<file path="src/rtl/jpc_config.sv">
// Shared JPC core configuration: address/instruction widths and the
// byte stride between consecutive instructions.
`ifndef JPC_CONFIG_V
`define JPC_CONFIG_V
`define JPC_ADDRESS_WIDTH 32
`define JPC_INSTRUCTION_WIDTH 32
`define JPC_INSTR_BYTES 4
`endif

</file>
<file path="src/rtl/jpc_ifetch_pq_pkg.sv">
// Shared types for the instruction-fetch prefetch queue: redirect
// selection enum and the priority function that picks one source.
`ifndef JPC_CONFIG_V
`include "jpc_config.sv"
`endif
package jpc_ifetch_pq_pkg;

    localparam int INSTR_W     = `JPC_INSTRUCTION_WIDTH;
    localparam int INSTR_BYTES = `JPC_INSTR_BYTES;

    typedef enum logic [1:0] {
        RD_NONE,
        RD_FLUSH,
        RD_BRANCH,
        RD_TRAP
    } redir_e;

    // trap beats branch beats flush
    function automatic redir_e redir_sel(
        input logic trap,
        input logic branch,
        input logic flush
    );
        redir_e r;
        if (trap) begin
            r = RD_TRAP;
        end else if (branch) begin
            r = RD_BRANCH;
        end else if (flush) begin
            r = RD_FLUSH;
        end else begin
            r = RD_NONE;
        end
        return r;
    endfunction

endpackage

</file>
<file path="src/rtl/jpc_ifq.sv">
// Circular prefetch queue of {PC, instruction} pairs with push, pop
// and a clear that dominates both.
`ifndef JPC_CONFIG_V
`include "jpc_config.sv"
`endif
module jpc_ifq
    import jpc_ifetch_pq_pkg::*;
#(
    parameter int DEPTH  = 4,
    parameter int PC_W   = 32,
    parameter int DATA_W = INSTR_W,
    parameter int CNT_W  = $clog2(DEPTH + 1)
) (
    input  logic              clk_i,
    input  logic              rst_ni,
    input  logic              clear_i,
    input  logic              push_i,
    input  logic [PC_W-1:0]   push_pc_i,
    input  logic [DATA_W-1:0] push_data_i,
    input  logic              pop_i,
    output logic [PC_W-1:0]   head_pc_o,
    output logic [DATA_W-1:0] head_data_o,
    output logic [CNT_W-1:0]  count_o
);

    localparam int PTR_W = $clog2(DEPTH);
    localparam logic [CNT_W-1:0] FULL = CNT_W'(DEPTH);

    logic [PC_W-1:0]   pc_q   [DEPTH];
    logic [DATA_W-1:0] data_q [DEPTH];
    logic [PTR_W-1:0]  wr_ptr_q, wr_ptr_d;
    logic [PTR_W-1:0]  rd_ptr_q, rd_ptr_d;
    logic [CNT_W-1:0]  count_q, count_d;
    logic              do_push, do_pop;

    assign do_pop  = pop_i && (count_q != '0);
    assign do_push = push_i && ((count_q != FULL) || do_pop);

    // pointer and occupancy next state; clear discards everything
    always_comb begin
        wr_ptr_d = wr_ptr_q;
        rd_ptr_d = rd_ptr_q;
        count_d  = count_q;
        if (clear_i) begin
            wr_ptr_d = '0;
            rd_ptr_d = '0;
            count_d  = '0;
        end else begin
            if (do_push) begin
                wr_ptr_d = wr_ptr_q + PTR_W'(1);
            end
            if (do_pop) begin
                rd_ptr_d = rd_ptr_q + PTR_W'(1);
            end
            count_d = count_q + CNT_W'(do_push) - CNT_W'(do_pop);
        end
    end

    // pointer and occupancy registers
    always_ff @(posedge clk_i or negedge rst_ni) begin
        if (!rst_ni) begin
            wr_ptr_q <= '0;
            rd_ptr_q <= '0;
            count_q  <= '0;
        end else begin
            wr_ptr_q <= wr_ptr_d;
            rd_ptr_q <= rd_ptr_d;
            count_q  <= count_d;
        end
    end

    // entry storage, zeroed so an empty queue presents zero outputs
    always_ff @(posedge clk_i or negedge rst_ni) begin
        if (!rst_ni) begin
            for (int i = 0; i < DEPTH; i++) begin
                pc_q[i]   <= '0;
                data_q[i] <= '0;
            end
        end else if (do_push && !clear_i) begin
            pc_q[wr_ptr_q]   <= push_pc_i;
            data_q[wr_ptr_q] <= push_data_i;
        end
    end

    assign head_pc_o   = pc_q[rd_ptr_q];
    assign head_data_o = data_q[rd_ptr_q];
    assign count_o     = count_q;

endmodule

</file>
<file path="src/rtl/jpc_ifetch_pq.sv">
// Instruction fetch unit: issues BRAM reads, queues returns, redirects.
// Optional macro JPC_IFETCH_ALIGN_CHECK_EN: misaligned redirect faults.
`ifndef JPC_CONFIG_V
`include "jpc_config.sv"
`endif
module jpc_ifetch_pq
    import jpc_ifetch_pq_pkg::*;
#(
    parameter int                ADDR_W   = `JPC_ADDRESS_WIDTH,
    parameter int                DEPTH    = 4,
    parameter logic [ADDR_W-1:0] RESET_PC = '0
) (
    input  logic               clk,
    input  logic               rst,
    input  logic               stall_I,
    input  logic               flush_I,
    input  logic               branch_taken_I,
    input  logic [ADDR_W-1:0]  branch_addr_I,
    input  logic               trap_taken_I,
    input  logic [ADDR_W-1:0]  trap_address_I,
    output logic               mem_req_O,
    output logic [ADDR_W-1:0]  mem_addr_O,
    input  logic [INSTR_W-1:0] mem_data_I,
    output logic               instr_valid_O,
    input  logic               instr_ready_I,
    output logic [INSTR_W-1:0] instr_O,
    output logic [ADDR_W-1:0]  instr_pc_O,
    output logic               fault_O
);

    localparam int CNT_W = $clog2(DEPTH + 1);
    localparam logic [CNT_W:0]    LIMIT = (CNT_W + 1)'(DEPTH);
    localparam logic [ADDR_W-1:0] STEP  = ADDR_W'(INSTR_BYTES);

    logic [ADDR_W-1:0] fetch_pc_q, fetch_pc_d;
    logic [ADDR_W-1:0] infl_pc_q, infl_pc_d;
    logic              inflight_q, inflight_d;
    logic              halted;
    redir_e            redir;
    logic              redir_any, issue, push, pop;
    logic [CNT_W-1:0]  count, discard;
    logic [CNT_W:0]    occupancy;
    logic [ADDR_W-1:0] target_raw, target, rewind_pc;

    assign redir     = redir_sel(trap_taken_I, branch_taken_I, flush_I);
    assign redir_any = (redir != RD_NONE);
    assign occupancy = {1'b0, count} + (CNT_W + 1)'(inflight_q);
    assign issue     = rst && !stall_I && !halted && !redir_any
                       && (occupancy < LIMIT);
    assign pop       = instr_valid_O && instr_ready_I;
    assign push      = inflight_q && !redir_any;

    // Queue entries and the in-flight fetch are always consecutive PCs
    // ending just below fetch_pc, so the oldest discarded PC is found by
    // stepping back over everything that will be dropped.
    assign discard   = count - CNT_W'(pop) + CNT_W'(inflight_q);
    assign rewind_pc = fetch_pc_q - ADDR_W'(discard) * STEP;

    assign target_raw = (redir == RD_TRAP) ? trap_address_I : branch_addr_I;

`ifdef JPC_IFETCH_ALIGN_CHECK_EN
    logic halted_q, halted_d;
    logic fault_q, fault_d;

    assign target = target_raw;

    // misaligned target halts; only an aligned trap recovers
    always_comb begin
        halted_d = halted_q;
        fault_d  = fault_q;
        if (redir == RD_TRAP || redir == RD_BRANCH) begin
            if (target_raw[1:0] != 2'b00) begin
                halted_d = 1'b1;
                fault_d  = 1'b1;
            end else if (redir == RD_TRAP) begin
                halted_d = 1'b0;
                fault_d  = 1'b0;
            end
        end
    end

    // fault and halt flags
    always_ff @(posedge clk or negedge rst) begin
        if (!rst) begin
            halted_q <= 1'b0;
            fault_q  <= 1'b0;
        end else begin
            halted_q <= halted_d;
            fault_q  <= fault_d;
        end
    end

    assign halted  = halted_q;
    assign fault_O = fault_q;
`else
    assign target  = target_raw & ~ADDR_W'(3);
    assign halted  = 1'b0;
    assign fault_O = 1'b0;
`endif

    // fetch pointer: redirect load, flush rewind, or sequential advance
    always_comb begin
        fetch_pc_d = fetch_pc_q;
        infl_pc_d  = infl_pc_q;
        inflight_d = 1'b0;
        unique case (redir)
            RD_TRAP, RD_BRANCH: fetch_pc_d = target;
            RD_FLUSH:           fetch_pc_d = rewind_pc;
            default: begin
                if (issue) begin
                    fetch_pc_d = fetch_pc_q + STEP;
                    infl_pc_d  = fetch_pc_q;
                    inflight_d = 1'b1;
                end
            end
        endcase
    end

    // fetch pointer and in-flight request registers
    always_ff @(posedge clk or negedge rst) begin
        if (!rst) begin
            fetch_pc_q <= RESET_PC;
            infl_pc_q  <= '0;
            inflight_q <= 1'b0;
        end else begin
            fetch_pc_q <= fetch_pc_d;
            infl_pc_q  <= infl_pc_d;
            inflight_q <= inflight_d;
        end
    end

    jpc_ifq #(
        .DEPTH  (DEPTH),
        .PC_W   (ADDR_W),
        .DATA_W (INSTR_W),
        .CNT_W  (CNT_W)
    ) u_ifq (
        .clk_i       (clk),
        .rst_ni      (rst),
        .clear_i     (redir_any),
        .push_i      (push),
        .push_pc_i   (infl_pc_q),
        .push_data_i (mem_data_I),
        .pop_i       (pop),
        .head_pc_o   (instr_pc_O),
        .head_data_o (instr_O),
        .count_o     (count)
    );

    assign mem_req_O     = issue;
    assign mem_addr_O    = fetch_pc_q;
    assign instr_valid_O = (count != '0);

endmodule

</file>
<file path="config.mk">
export PLATFORM = sky130hd
export DESIGN_NAME = jpc_ifetch_pq
export DESIGN_NICKNAME = d
export VERILOG_FILES = /design/src/rtl/jpc_ifetch_pq_pkg.sv /design/src/rtl/jpc_ifq.sv /design/src/rtl/jpc_ifetch_pq.sv
export VERILOG_INCLUDE_DIRS = /design/src /design/src/rtl
export SDC_FILE = /design/constraint.sdc
export NUM_CORES = 1
export LEC_CHECK = 0
export ABC_CLOCK_PERIOD_IN_PS = 5600
export BUFFER_PORTS_ARGS = -buffer_cell sky130_fd_sc_hd__buf_2
export CAP_MARGIN = 30
export CORE_MARGIN = 10
export CORE_UTILIZATION = 41
export CTS_CLUSTER_DIAMETER = 200
export CTS_CLUSTER_SIZE = 28
export DETAILED_ROUTE_END_ITERATION = 8
export PLACE_DENSITY_LB_ADDON = 0.1
export SLEW_MARGIN = 30
export SYNTH_ARGS = -nofsm -noshare
export SYNTH_HDL_FRONTEND = slang
export SYNTH_SLANG_ARGS = --single-unit
</file>
<file path="constraint.sdc">
create_clock -name clk -period 5.6 [get_ports clk]
set_input_delay 1.12 -clock clk [delete_from_list [all_inputs] [get_ports clk]]
set_output_delay 1.12 -clock clk [all_outputs]
set_load 0.02 [all_outputs]
</file>
==> reports/summary.txt <==
I/O Buffers: 192
Die Width: 215.9 um
aggregate routed wire length: 40.07 mm
PD cells: 263.2 nW/um2
critical path class: reg2reg
routed wire length per instance: 21.99 um
Setup crit end kind: flop
CTS root buffer: clkbuf_16
Tcrit/Tclk final: 81.23%
status: complete, no violations
R2R Path Start: u_ifq.count_o[1]$_DFF_PN0_
register area share after synthesis: 50.24%
clk_lat worst skew: 0.52 ns
grt ovf: 0
Syn Inst Count: 1150
highest clock rate: 0.2198 GHz
RSZ-0062 raised after global routing: no
Unique masters post-synth: 72
Synth area leaders: dfrtp_1 50%, mux2_2 15%, mux4_2 8.9%
Worst setup endpoint: mem_addr_O[24]$_DFFE_PN0P_
critical path peak fanout: 7
fraction of the mapped netlist area in simple logic gates: 5.048%
Min-Delay Path Class: reg2reg
CTS tree: built
Starting Density: 41.69%
die area: 46630 um2
initial antenna violation count: 2
Max H-tree Level: 1
Pins Over Slew Limit: 0
FFs w/ async S/R, synth: 100.0%
most common flop cell mapped by yosys: dfrtp_1
post-DR vias/cell: 5.524
Worst Setup SP: u_ifq.count_o[1]$_DFF_PN0_
yosys warns: 0
final worst path period need: 4.549 ns
detailed placement HPWL: 27.12 mm
largest family of logic cells by synthesized area: multiplexers
n_diodes: 0
syn_area_per_cell: 13.69 um2
max_slew headroom: 42.21%
first-pass GRT wire length: 62.90 mm
CTS Buffer Depth: 3
max-cap viol count: 0
setup TNS: 0 ns
Tightest Pin Transition: 0.8669 ns
core area: 37760 um2
Post-Synth XOR/XNOR Area: 1.558%
TritonCTS buffer count: 15
number of enable flip-flop cells after synthesis: 0
non-filler cells, final: 1822
Final ANT Viol Nets: 0
VDD IR-drop max: 0.2188 mV
pin count of the biggest net entering global routing: 78
number of fill cells in the layout: 3447
r2r endpoint: mem_addr_O[24]$_DFFE_PN0P_
row cnt: 71
Placed Cells: 1805
Startpoint Class: flop
R2R cell count: 18
crit path DAT: 4.97 ns
cts repair resizes: 0
Synth top area share: 50.24%
synthesized area: 15740 um2
GPL Wtd Cong: 0.8848
Final Util: 46.62%
Fin Clk Skew: 0.04564 ns
Residual DRC: 0
Post-CTS Setup Inserts: 0
Reg2Reg Setup Slack: 1.05 ns
mux cell area share after synthesis: 29.28%
layout cell share with drive strength beyond 1: 39.97%
Pleak: 8.790 nW
Synth Area in Adders: 3.323%
Layout area overhead: 11.84%
drt first pass iters: 4
Overall Global Routing Usage: 16.93%
die extent in y: 215.9 um
setup violators final: 0
cts-stage hold buffer count: 0
Worst-path clk slew: 0.11 ns
Top Ports: 202
CTS sink cnt: 316
post-synthesis compound-gate area fraction: 7.838%
nets@finish: 1454
Initial DRC Count: 634
post-synth top area cell: dfrtp_1
Worst EP required: 6.02 ns
Final Hold Vio Count: 0
vias in the first global route: 10484
FF+latch count, synth: 316
routed via count: 10064
[layout make-up]
| cell class | instances | area [um2] | area share [%] |
|---|---|---|---|
| Tap cell | 511 | 639.4 | 3.632 |
| Clock buffer | 16 | 379.1 | 2.154 |
| Multi-Input combinational cell | 749 | 7432 | 42.22 |
| Clock inverter | 1 | 20.02 | 0.1137 |
| Timing Repair Buffer | 213 | 1157 | 6.575 |
| Sequential cell | 316 | 7915 | 44.96 |
| Inverter | 16 | 60.06 | 0.3412 |
[how the worst min path moves through the flow]
stage | to | from | cells after the start | slack, ns
after detailed placement | u_ifq.data_q[55]$_DFFE_PN0P_ | u_ifq.data_q[55]$_DFFE_PN0P_ | 1 | 0.48
after floorplan | u_ifq.data_q[32]$_DFFE_PN0P_ | u_ifq.data_q[32]$_DFFE_PN0P_ | 1 | 0.46
after CTS | u_ifq.data_q[55]$_DFFE_PN0P_ | u_ifq.data_q[55]$_DFFE_PN0P_ | 1 | 0.50
after global placement | u_ifq.data_q[61]$_DFFE_PN0P_ | u_ifq.data_q[61]$_DFFE_PN0P_ | 1 | 0.47
after global routing | u_ifq.data_q[7]$_DFFE_PN0P_ | u_ifq.data_q[7]$_DFFE_PN0P_ | 1 | 0.51
final | u_ifq.data_q[56]$_DFFE_PN0P_ | u_ifq.data_q[56]$_DFFE_PN0P_ | 1 | 0.49
[cell families (layout without fill, tap and decap cells)]
logic type	Yosys count	in the layout
AO/OA/AOI/OAI	172	172
buffers and inverters	89	246
multiplexers	348	348
adder cells (fa/ha/maj)	40	40
XOR/XNOR	28	28
flip-flops	316	316
AND/OR/NAND/NOR	156	156
other	1	5
[per-layer routing]
metal	global-route usage, %	up-vias	share of wire (%)
li1	-	4604	-
met1	23.70	5261	48
met2	27.98	175	48
met3	2.434	24	3.6
met4	2.354	0	0.86
met5	0	-	0
[through the flow]
step                      power [mW]  setup slack [ns]  area, um2  hold WS, ns
after detailed placement       3.458            0.7285      17200       0.4755
after global routing           4.896            0.7002      17600       0.5101
final                          4.633             1.051      17600       0.4944
after floorplan                3.118             1.187      15760       0.4587
after CTS                      4.708             1.025      17600       0.5004
after global placement         3.451            0.7608      17160       0.4677
[synth_stat cells, types with 9 or more instances]
| cell | number |
|---|---|
| dfrtp_1 | 316 |
| xor2_1 | 10 |
| a21oi_1 | 33 |
| nor2_1 | 44 |
| o21ai_0 | 30 |
| ha_1 | 37 |
| a21o_1 | 15 |
| nand2_1 | 43 |
| mux2_2 | 207 |
| mux2_1 | 73 |
| o22ai_1 | 15 |
| buf_4 | 9 |
| clkbuf_1 | 13 |
| a211oi_1 | 9 |
| mux4_2 | 62 |
| inv_1 | 15 |
| xnor2_1 | 18 |
| buf_2 | 43 |
| nand3_1 | 11 |
[cell usage in the layout, fill, tap and decap left out, drive strengths merged, types with 4 or more instances in the layout]
cell	instances
ha	37
conb	5
mux2	280
and2	8
nand3	11
inv	17
mux4	62
o41ai	4
o22ai	15
nor2	45
a21oi	35
nand4	5
o21ai	36
a21o	15
and3	8
nand2	47
dfrtp	316
nor3	8
clkbuf	16
o211ai	5
a221oi	8
a211oi	9
mux2i	6
or2	4
xor2	10
a31oi	8
xnor2	18
nand2b	7
buf	213
[power by group]
part / leakage [nW] / switching [mW] / total, mW / internal, mW
combinational: 4.31 / 0.473 / 0.818 / 0.345
sequential: 4.28 / 0.166 / 2.58 / 2.42
clock: 0.196 / 0.731 / 1.23 / 0.500
total: 8.79 / 1.37 / 4.63 / 3.26
[sequential cells by signal, indices dropped and copies added (netlist names)]
name and flops:
u_ifq.data_q 128, u_ifq.pc_q 120, infl_pc_q 30, mem_addr_O 30
u_ifq.count_o 3, u_ifq.rd_ptr_q 2, u_ifq.wr_ptr_q 2, inflight_q 1
[critical path, cell delays in order (launching register included)]
cell and delay (ns):
dfrtp_1 0.51, or3_1 0.42, and2_1 0.21, ha_1 0.27, inv_1 0.08, ha_1 0.14, inv_1 0.05, fa_1 0.44
and3_1 0.19, fa_1 0.43, a21o_1 0.21, a22o_1 0.23, o41ai_2 0.30, buf_4 0.19, o41ai_2 0.07, a21oi_2 0.23
o21ai_1 0.12, xnor2_1 0.13, a211oi_1 0.24
Note: power is estimated with default switching activity, not from simulation.
